**src/rtl/uart_tx_mmio.sv**
```systemverilog
// uart_tx_mmio: MMIO-fed byte FIFO draining into an 8N1, LSB-first serial transmitter.
// Back-to-back frames chain straight from STOP into START when the FIFO still holds data.
module uart_tx_mmio #(
    parameter int CLKS_PER_BIT = 868,
    parameter int FIFO_DEPTH   = 16
) (
    input  logic                          clk,
    input  logic                          Rst,
    input  logic                          mmio_wea,
    input  logic [31:0]                   mmio_dat,
    output logic                          mmio_read,
    output logic                          tx,
    output logic                          tx_busy,
    output logic                          tx_done,
    output logic [$clog2(FIFO_DEPTH):0]   fifo_count,
    output logic                          overflow,
    input  logic                          ovf_clr
);
    localparam int AW = $clog2(FIFO_DEPTH);
    localparam int CW = $clog2(CLKS_PER_BIT);

    typedef enum logic [1:0] {IDLE, START, DATA, STOP} state_t;

    state_t        state_q, state_d;
    logic [7:0]    mem_q [FIFO_DEPTH];
    logic [AW-1:0] wr_ptr_q, wr_ptr_d, rd_ptr_q, rd_ptr_d;
    logic [AW:0]   count_q, count_d;
    logic [CW-1:0] cnt_q, cnt_d;
    logic [2:0]    bit_q, bit_d;
    logic [7:0]    shift_q, shift_d;
    logic          tx_q, tx_d, ovf_q, ovf_d;
    logic          full, empty, push, pop, last;
    logic          unused_hi;

    assign unused_hi = ^mmio_dat[31:8];
    // Fullness uses the pre-edge count, so a same-cycle pop never makes room.
    assign full  = count_q == (AW+1)'(FIFO_DEPTH);
    assign empty = count_q == '0;
    assign push  = mmio_wea && !full;
    assign last  = cnt_q == CW'(CLKS_PER_BIT - 1);

    always_comb begin
        wr_ptr_d = push ? wr_ptr_q + 1'b1 : wr_ptr_q;
        rd_ptr_d = pop ? rd_ptr_q + 1'b1 : rd_ptr_q;
        count_d  = (push && !pop) ? count_q + 1'b1 : (pop && !push) ? count_q - 1'b1 : count_q;
        ovf_d    = (mmio_wea && full) ? 1'b1 : ovf_clr ? 1'b0 : ovf_q;
    end

    always_comb begin
        state_d = state_q;
        cnt_d   = (state_q == IDLE || last) ? '0 : cnt_q + 1'b1;
        bit_d   = bit_q;
        shift_d = shift_q;
        tx_d    = tx_q;
        pop     = 1'b0;
        case (state_q)
            IDLE: begin
                tx_d = 1'b1;
                if (!empty) begin
                    pop     = 1'b1;
                    shift_d = mem_q[rd_ptr_q];
                    tx_d    = 1'b0;
                    state_d = START;
                end
            end
            START: begin
                if (last) begin
                    tx_d    = shift_q[0];
                    bit_d   = '0;
                    state_d = DATA;
                end
            end
            DATA: begin
                if (last) begin
                    if (bit_q == 3'd7) begin
                        tx_d    = 1'b1;
                        state_d = STOP;
                    end else begin
                        shift_d = shift_q >> 1;
                        tx_d    = shift_q[1];
                        bit_d   = bit_q + 1'b1;
                    end
                end
            end
            STOP: begin
                if (last) begin
                    if (!empty) begin
                        pop     = 1'b1;
                        shift_d = mem_q[rd_ptr_q];
                        tx_d    = 1'b0;
                        state_d = START;
                    end else begin
                        state_d = IDLE;
                    end
                end
            end
            default: state_d = IDLE;
        endcase
    end

    always_ff @(posedge clk) begin
        if (push) mem_q[wr_ptr_q] <= mmio_dat[7:0];
    end

    always_ff @(posedge clk or negedge Rst) begin
        if (!Rst) begin
            state_q  <= IDLE;
            wr_ptr_q <= '0;
            rd_ptr_q <= '0;
            count_q  <= '0;
            cnt_q    <= '0;
            bit_q    <= '0;
            shift_q  <= '0;
            tx_q     <= 1'b1;
            ovf_q    <= 1'b0;
        end else begin
            state_q  <= state_d;
            wr_ptr_q <= wr_ptr_d;
            rd_ptr_q <= rd_ptr_d;
            count_q  <= count_d;
            cnt_q    <= cnt_d;
            bit_q    <= bit_d;
            shift_q  <= shift_d;
            tx_q     <= tx_d;
            ovf_q    <= ovf_d;
        end
    end

    assign tx         = tx_q;
    assign tx_done    = state_q == STOP && last;
    assign tx_busy    = state_q != IDLE || !empty;
    assign mmio_read  = !full;
    assign fifo_count = count_q;
    assign overflow   = ovf_q;
endmodule
```
**config.mk**
```make
export PLATFORM = sky130hd
export DESIGN_NAME = uart_tx_mmio
export DESIGN_NICKNAME = d
export VERILOG_FILES = /design/src/rtl/uart_tx_mmio.sv
export SDC_FILE = /design/constraint.sdc
export NUM_CORES = 1
export LEC_CHECK = 0
export CAP_MARGIN = 25
export CELL_PAD_IN_SITES_DETAIL_PLACEMENT = 0
export CELL_PAD_IN_SITES_GLOBAL_PLACEMENT = 1
export CORE_ASPECT_RATIO = 0.9
export CORE_MARGIN = 10
export CORE_UTILIZATION = 29
export DETAILED_ROUTE_END_ITERATION = 16
export GPL_ROUTABILITY_DRIVEN = 0
export GPL_TIMING_DRIVEN = 0
export PLACE_DENSITY = 0.6
export REMOVE_ABC_BUFFERS = 1
export SYNTH_ARGS = -nofsm -noshare
export SYNTH_HDL_FRONTEND = slang
export SYNTH_SLANG_ARGS = --single-unit
```
**constraint.sdc**
```tcl
create_clock -name clk -period 4.2 [get_ports clk]
set_clock_uncertainty 0.1 [all_clocks]
set_input_delay 0.84 -clock clk [delete_from_list [all_inputs] [get_ports clk]]
set_output_delay 0.84 -clock clk [all_outputs]
set_load 0.05 [all_outputs]
```
Yosys cells after proc, flatten, opt, wreduce, memory -nomap -nowiden
Memories as Yosys holds them, arrays and structs flattened.
Cells that the tools add are included.
Word-level totals
  input port bits: 36
  memories: 1
  latch bits: 0
  ROM bits: 0
  bits in writable memories: 128
  word-level logic and storage cells: 84
  register bits after elaboration: 38
Cells by class
  bitwise gates (word level): 0
  muxes and demuxes: 33
  eq/ne operators: 13
  $mul: 0
  add/subtract/negate cells: 6
  div/mod/pow operators: 0
  shift operators: 0
  $lt $le $gt $ge: 0
  reductions and logical operators: 22
Memory list
  mem_q: words 16, width 8, read ports 1, clocked after memory_dff 0, write ports 1, RTL line 25  | logic [7:0] mem_q [FIFO_DEPTH];
Operators by type and width (number)
  $mux W8: 4
  $pmux W8 S3: 1
  $ne A2 B2 Y1 const B: 7
  $mux W1: 13
  $reduce_and A4 Y1: 3
  $add A10 B1 Y10 const B: 1
  $eq A10 B10 Y1 const B: 1
  $mux W10: 1
  $mux W2: 5
  $mux W5: 2
  $mux W3: 3
  $add A4 B1 Y4 const B: 2
  $pmux W2 S4: 1
  $reduce_bool A2 Y1: 4
  $pmux W3 S2: 1
  $add A5 B1 Y5 const B: 1
  $eq A5 B5 Y1 const B: 1
  $logic_and A1 B1 Y1: 5
  $logic_not A5 Y1: 1
  $reduce_and A5 Y1: 1
  $sub A5 B1 Y5 const B: 1
  $eq A2 B2 Y1 const B: 2
  $logic_not A1 Y1: 4
  $pmux W1 S4: 1
  7 further kinds: 8

Depth between registers and ports, before layout
  depth after elaboration: 7
  gate-level depth with buffers: 13

Worst setup path before layout
OpenSTA, ideal clock, no wires.
  kind: reg2reg
  start point: register count_q[1], in the netlist fifo_count[1]
  end point: register count_q[4], in the netlist fifo_count[4]
  clock period less this slack: 3498 ps
  slack: 702 ps
  cell stages (with the launch flop): 13
  arrival time: 3315 ps
  cells stage by stage: dfrtp_1 > nor4_2 > nand2_1 > and2_1 > clkbuf_1 > ha_1 > inv_1 > ha_1 > nor2b_1 > o21a_1 > or3_1 > a21oi_1 > xor2_1
RTL lines
  start, declared: RTL line 27  | logic [AW:0] count_q, count_d;
  start signal, assigned: RTL line 120  | count_q <= count_d;
  $eq A5 B5 Y1 *: RTL line 37  | assign full = count_q == (AW+1)'(FIFO_DEPTH);
  $logic_not A1 Y1 *
  named net mmio_read: RTL line 11  | output logic mmio_read,
  $logic_and A1 B1 Y1 *: RTL line 39  | assign push = mmio_wea && !full;
  named net push: RTL line 32  | logic full, empty, push, pop, last;
  $logic_not A1 Y1: RTL line 45  | count_d = (push && !pop) ? count_q + 1'b1 : (pop && !push) ? count_q - 1'b1 : count_q;
  $logic_and A1 B1 Y1: RTL line 45
  $reduce_bool A2 Y1 (no source line)
The timed path passes the listed nets; every way through them passes the cells marked *. The select of a mux whose other input is x is not followed.
A chain may end at the register's enable or synchronous reset.

Worst setup path in the final report
  start point: register cnt_q[0]
  end point: output tx_done
Between the ends
  cells in the longest elaborated chain, start to end: 2
RTL lines
  start, declared: RTL line 28  | logic [CW-1:0] cnt_q, cnt_d;
  start signal, assigned: RTL line 121  | cnt_q <= cnt_d;
  $eq A10 B10 Y1: RTL line 40  | assign last = cnt_q == CW'(CLKS_PER_BIT - 1);
  $logic_and A1 B1 Y1: RTL line 130  | assign tx_done = state_q == STOP && last;
  end, declared: RTL line 14  | output logic tx_done,
Every way passes these cells.

==> results <==
- The number of endpoints with negative hold slack in the final report is 0.
- The clock passes through at most 2 buffers.
- The cell total after placement is 762.
- Counting flops with a built-in enable in the synthesized netlist gives 128.
- The fraction of final layout cells sized beyond drive strength 1 is ~14%.
- The total number of H-tree levels is 4.
- The first global-routing pass estimated 22.7 mm of wire.
- The data required time at the worst endpoint is 3.26 ns.
- The number of antenna violations at the first check in global routing came to 0.
- The post-synthesis sequential area ratio is 67.3%.
- The die footprint is approximately 0.031 mm².
- The later-pin clock latency in the skew report is 0.43 ns.
- After clock tree synthesis, the repair step resized 0 gates.
- The highest clock rate is 0.271 GHz.
- The multi-input combinational cell area is ~0.0021 mm².
- The run finished with clean final reports.
- The chip width is 185 µm.
- The clock sink total is 166.
- The netlist area before placement is 0.00712 mm².
- The height of the die is 169 µm.
- The total DRC errors in the routed layout is 0.
- The class of the most critical hold timing path is input port to asynchronous set/reset pin.
- The number of buffers inserted for hold repair after clock tree synthesis is 0.
- The library cell used most frequently in the layout, excluding fill and tap cells, is sky130_fd_sc_hd__edfxtp_1.
- The utilization of the core after routing is between 30% and 40%.
- The primary flip-flop cell chosen by synthesis mapping is sky130_fd_sc_hd__edfxtp_1.
- Once the floorplan was initialized, standard cells occupied 29.5% of the core.
- The share of synthesized registers carrying an async set or reset is 22.9%.
- The clock tree from TritonCTS is built.
- The number of fillers in the final layout is about 2300.
- In the final layout, flip-flops and latches occupy 0.00480 mm².
- Along the worst path, the maximum fanout reaches 8.
- Data on the critical path arrives at its endpoint at 2.75 ns.
- Synthesis inferred around 170 register bits.
- The largest total area in the synthesized netlist belongs to sky130_fd_sc_hd__edfxtp_1.
- Relative to the synthesized area, the layout overhead comes to 16.1%.
- The accumulated negative setup slack is 0 ns.
- The number of pins with negative max-slew slack in the final report came to 0.
- Summed over all layers, the routed wires come to 14.4 mm.
- The power per cell area is 513 mW/mm².
- The post-detailed-route count of antenna-violating nets is 0.
- The via count of the first global-routing pass is just under 4000.
- The count of yosys warnings during synthesis is 0.
- After legalization and detailed placement, the total HPWL measured 9.38 mm.
- The I/O pin count is 46.
- The final global-route overflow total is 0.
- The critical path is of the flop to primary output type.
- The reported max-cap violation count is 0.
- Setup repair after global routing left no endpoint under its margin.
- The number of vias in the routed layout is around 3800.
- The worst path in the final design needs a cycle of 3.69 ns, including I/O delays and setup.
- The synthesized area per cell is about 16 µm².
- The synthesized instance count is 450.
- For this run, the total global-route usage over all layers was measured as roughly a tenth.
- The number of CTS-inserted buffers is 17.
- Clock-pin slew was measured on the worst setup and hold paths at roughly 0.060 ns.
- Dividing the detail-routed wire length by the instance count gives 18.1 µm.
- The library cells used most frequently in the layout, excluding fill and tap cells, are sky130_fd_sc_hd__edfxtp_1, sky130_fd_sc_hd__dfrtp_1, sky130_fd_sc_hd__mux2i_1, sky130_fd_sc_hd__nor2_1, sky130_fd_sc_hd__nand2_1.
- The number of standard cells in the final layout excluding fillers is about 790.
- For this design the static power due to leakage is approximately 3.1 nW.
- Buffers added to address setup during post-CTS repair amount to 0.
- The count of nets after finishing is 529.
- The detailed router finished its first iteration with between 200 and 300 violations.
- The share of Yosys cell area claimed by the top area cell type is 54.0%.
- The tree is rooted in a sky130_fd_sc_hd__clkbuf_16.
- The number of core rows is 54.
- The average via count per standard cell is 4.80.
- The critical path startpoint category is a flop.
- Entering global routing, the biggest net connects 47 pins.
- The transition time at the pin with the least slew margin is around 0.96 ns.
- Across the VDD grid, the largest voltage drop is 0.274 mV.
- Sorting the synthesized cells by area gives the leading types as sky130_fd_sc_hd__edfxtp_1, sky130_fd_sc_hd__dfrtp_1, sky130_fd_sc_hd__mux4_2, sky130_fd_sc_hd__mux2i_1, sky130_fd_sc_hd__ha_1.
- The number of distinct library cell variants in the gate-level netlist after synthesis is 53.
- The number of antenna diodes in the final layout is 0.
- The total area inside the core boundary comes to 0.0242 mm².
- The count of port buffers added during placement is 21.
- The type of element capturing the critical path is a primary output.
- The pre-antenna-repair detailed-routing pass consisted of 4 iterations.
- The fraction of the cycle the final worst path needs is 87.9%.
- Headroom to the max-slew limit came out at 35.6%.
- Setup violations remaining at the end of the flow were counted as 0.
==> routing by layer <==
| metal | GRT usage [%] | share of wire, % | vias to the layer above |
|---|---|---|---|
| met2 | 16.0 | 50 | 76 |
| met3 | 2.23 | 3.4 | 15 |
| met5 | 0 | 0 | - |
| li1 | - | - | 1773 |
| met4 | 3.78 | 1.4 | 0 |
| met1 | 11.9 | 45 | 1951 |
==> metrics by stage <==
| stage | setup slack, ns | total power, mW | instance area [µm²] | hold slack (ns) |
|---|---|---|---|---|
| 2_1_floorplan | 0.792 | 2.44 | 6980 | 0.347 |
| 3_3_place_gp | 0.237 | 2.64 | 7570 | 0.355 |
| 3_5_place_dp | 0.676 | 2.67 | 7620 | 0.371 |
| 4_1_cts | 0.490 | 4.29 | 8230 | 0.379 |
| 5_1_grt | 0.371 | 4.43 | 8270 | 0.299 |
| 6_report | 0.508 | 4.24 | 8270 | 0.281 |
==> worst paths after layout <==
kind	end	slack, ns	from	depth (start not counted)
hold / removal	cnt_q[6]	0.28	Rst	1
setup reg to reg	fifo_count[4]	0.73	cnt_q[0]	13
min in group clk	tx	0.37	tx	2
hold reg to reg	tx	0.37	tx	2
max in group asynchronous	tx	3.17	Rst	2
setup / recovery	tx_done	0.51	cnt_q[0]	5
==> cells by family after synthesis <==
logic type,count (synthesis),synth area share [%]
buffers and inverters,41,3.06
and+or+nand+nor,90,6.64
adders and majority gates,18,3.27
AOI/OAI and AO/OA,69,7.04
xor gates and xnor gates,18,2.21
muxes,48,10.5
DFF,166,67.3
==> where the power goes <==
group	switching (mW)	internal, mW
registers	0.0940	1.95
clock network	0.656	0.952
logic	0.380	0.208
==> sequential cells by signal (all words and copies together), names as in the netlist <==
signal and count:
fifo_count 5, shift_q 8, wr_ptr_q 4, state_q 2
rd_ptr_q 4, cnt_q 10, tx 1, mem_q 128
overflow 1, bit_q 3
==> cell type report <==
class | count | share of cell area, %
flip-flops and latches | 166 | 58.1
multi-input cells | 243 | 25.5
clock buffers | 17 | 5.15
well taps | 308 | 4.66
repair buffers | 28 | 3.48
clock inverters | 13 | 2.27
inverters | 19 | 0.863
==> synth_stat cells (all sizes together) (3+ instances only) <==
| cell | instances |
|---|---|
| a21oi | 11 |
| a221oi | 12 |
| a22o | 9 |
| a22oi | 6 |
| and2 | 5 |
| and3 | 3 |
| buf | 14 |
| clkbuf | 8 |
| dfrtp | 37 |
| edfxtp | 128 |
| ha | 17 |
| inv | 18 |
| mux2i | 25 |
| mux4 | 21 |
| nand2 | 23 |
| nand2b | 3 |
| nand3 | 5 |
| nand3b | 6 |
| nand4 | 4 |
| nor2 | 24 |
| nor3 | 8 |
| o21ai | 18 |
| xnor2 | 8 |
| xor2 | 10 |
==> worst max-delay path, cell delays in order, from the launching register on <==
cell and delay [ns]:
sky130_fd_sc_hd__dfrtp_1 0.39, sky130_fd_sc_hd__ha_1 0.29, sky130_fd_sc_hd__nor3b_4 0.31, sky130_fd_sc_hd__and3_1 0.36
sky130_fd_sc_hd__and2_1 0.17, sky130_fd_sc_hd__clkdlybuf4s50_1 0.80
No activity file was read; power rests on OpenSTA's default activity.
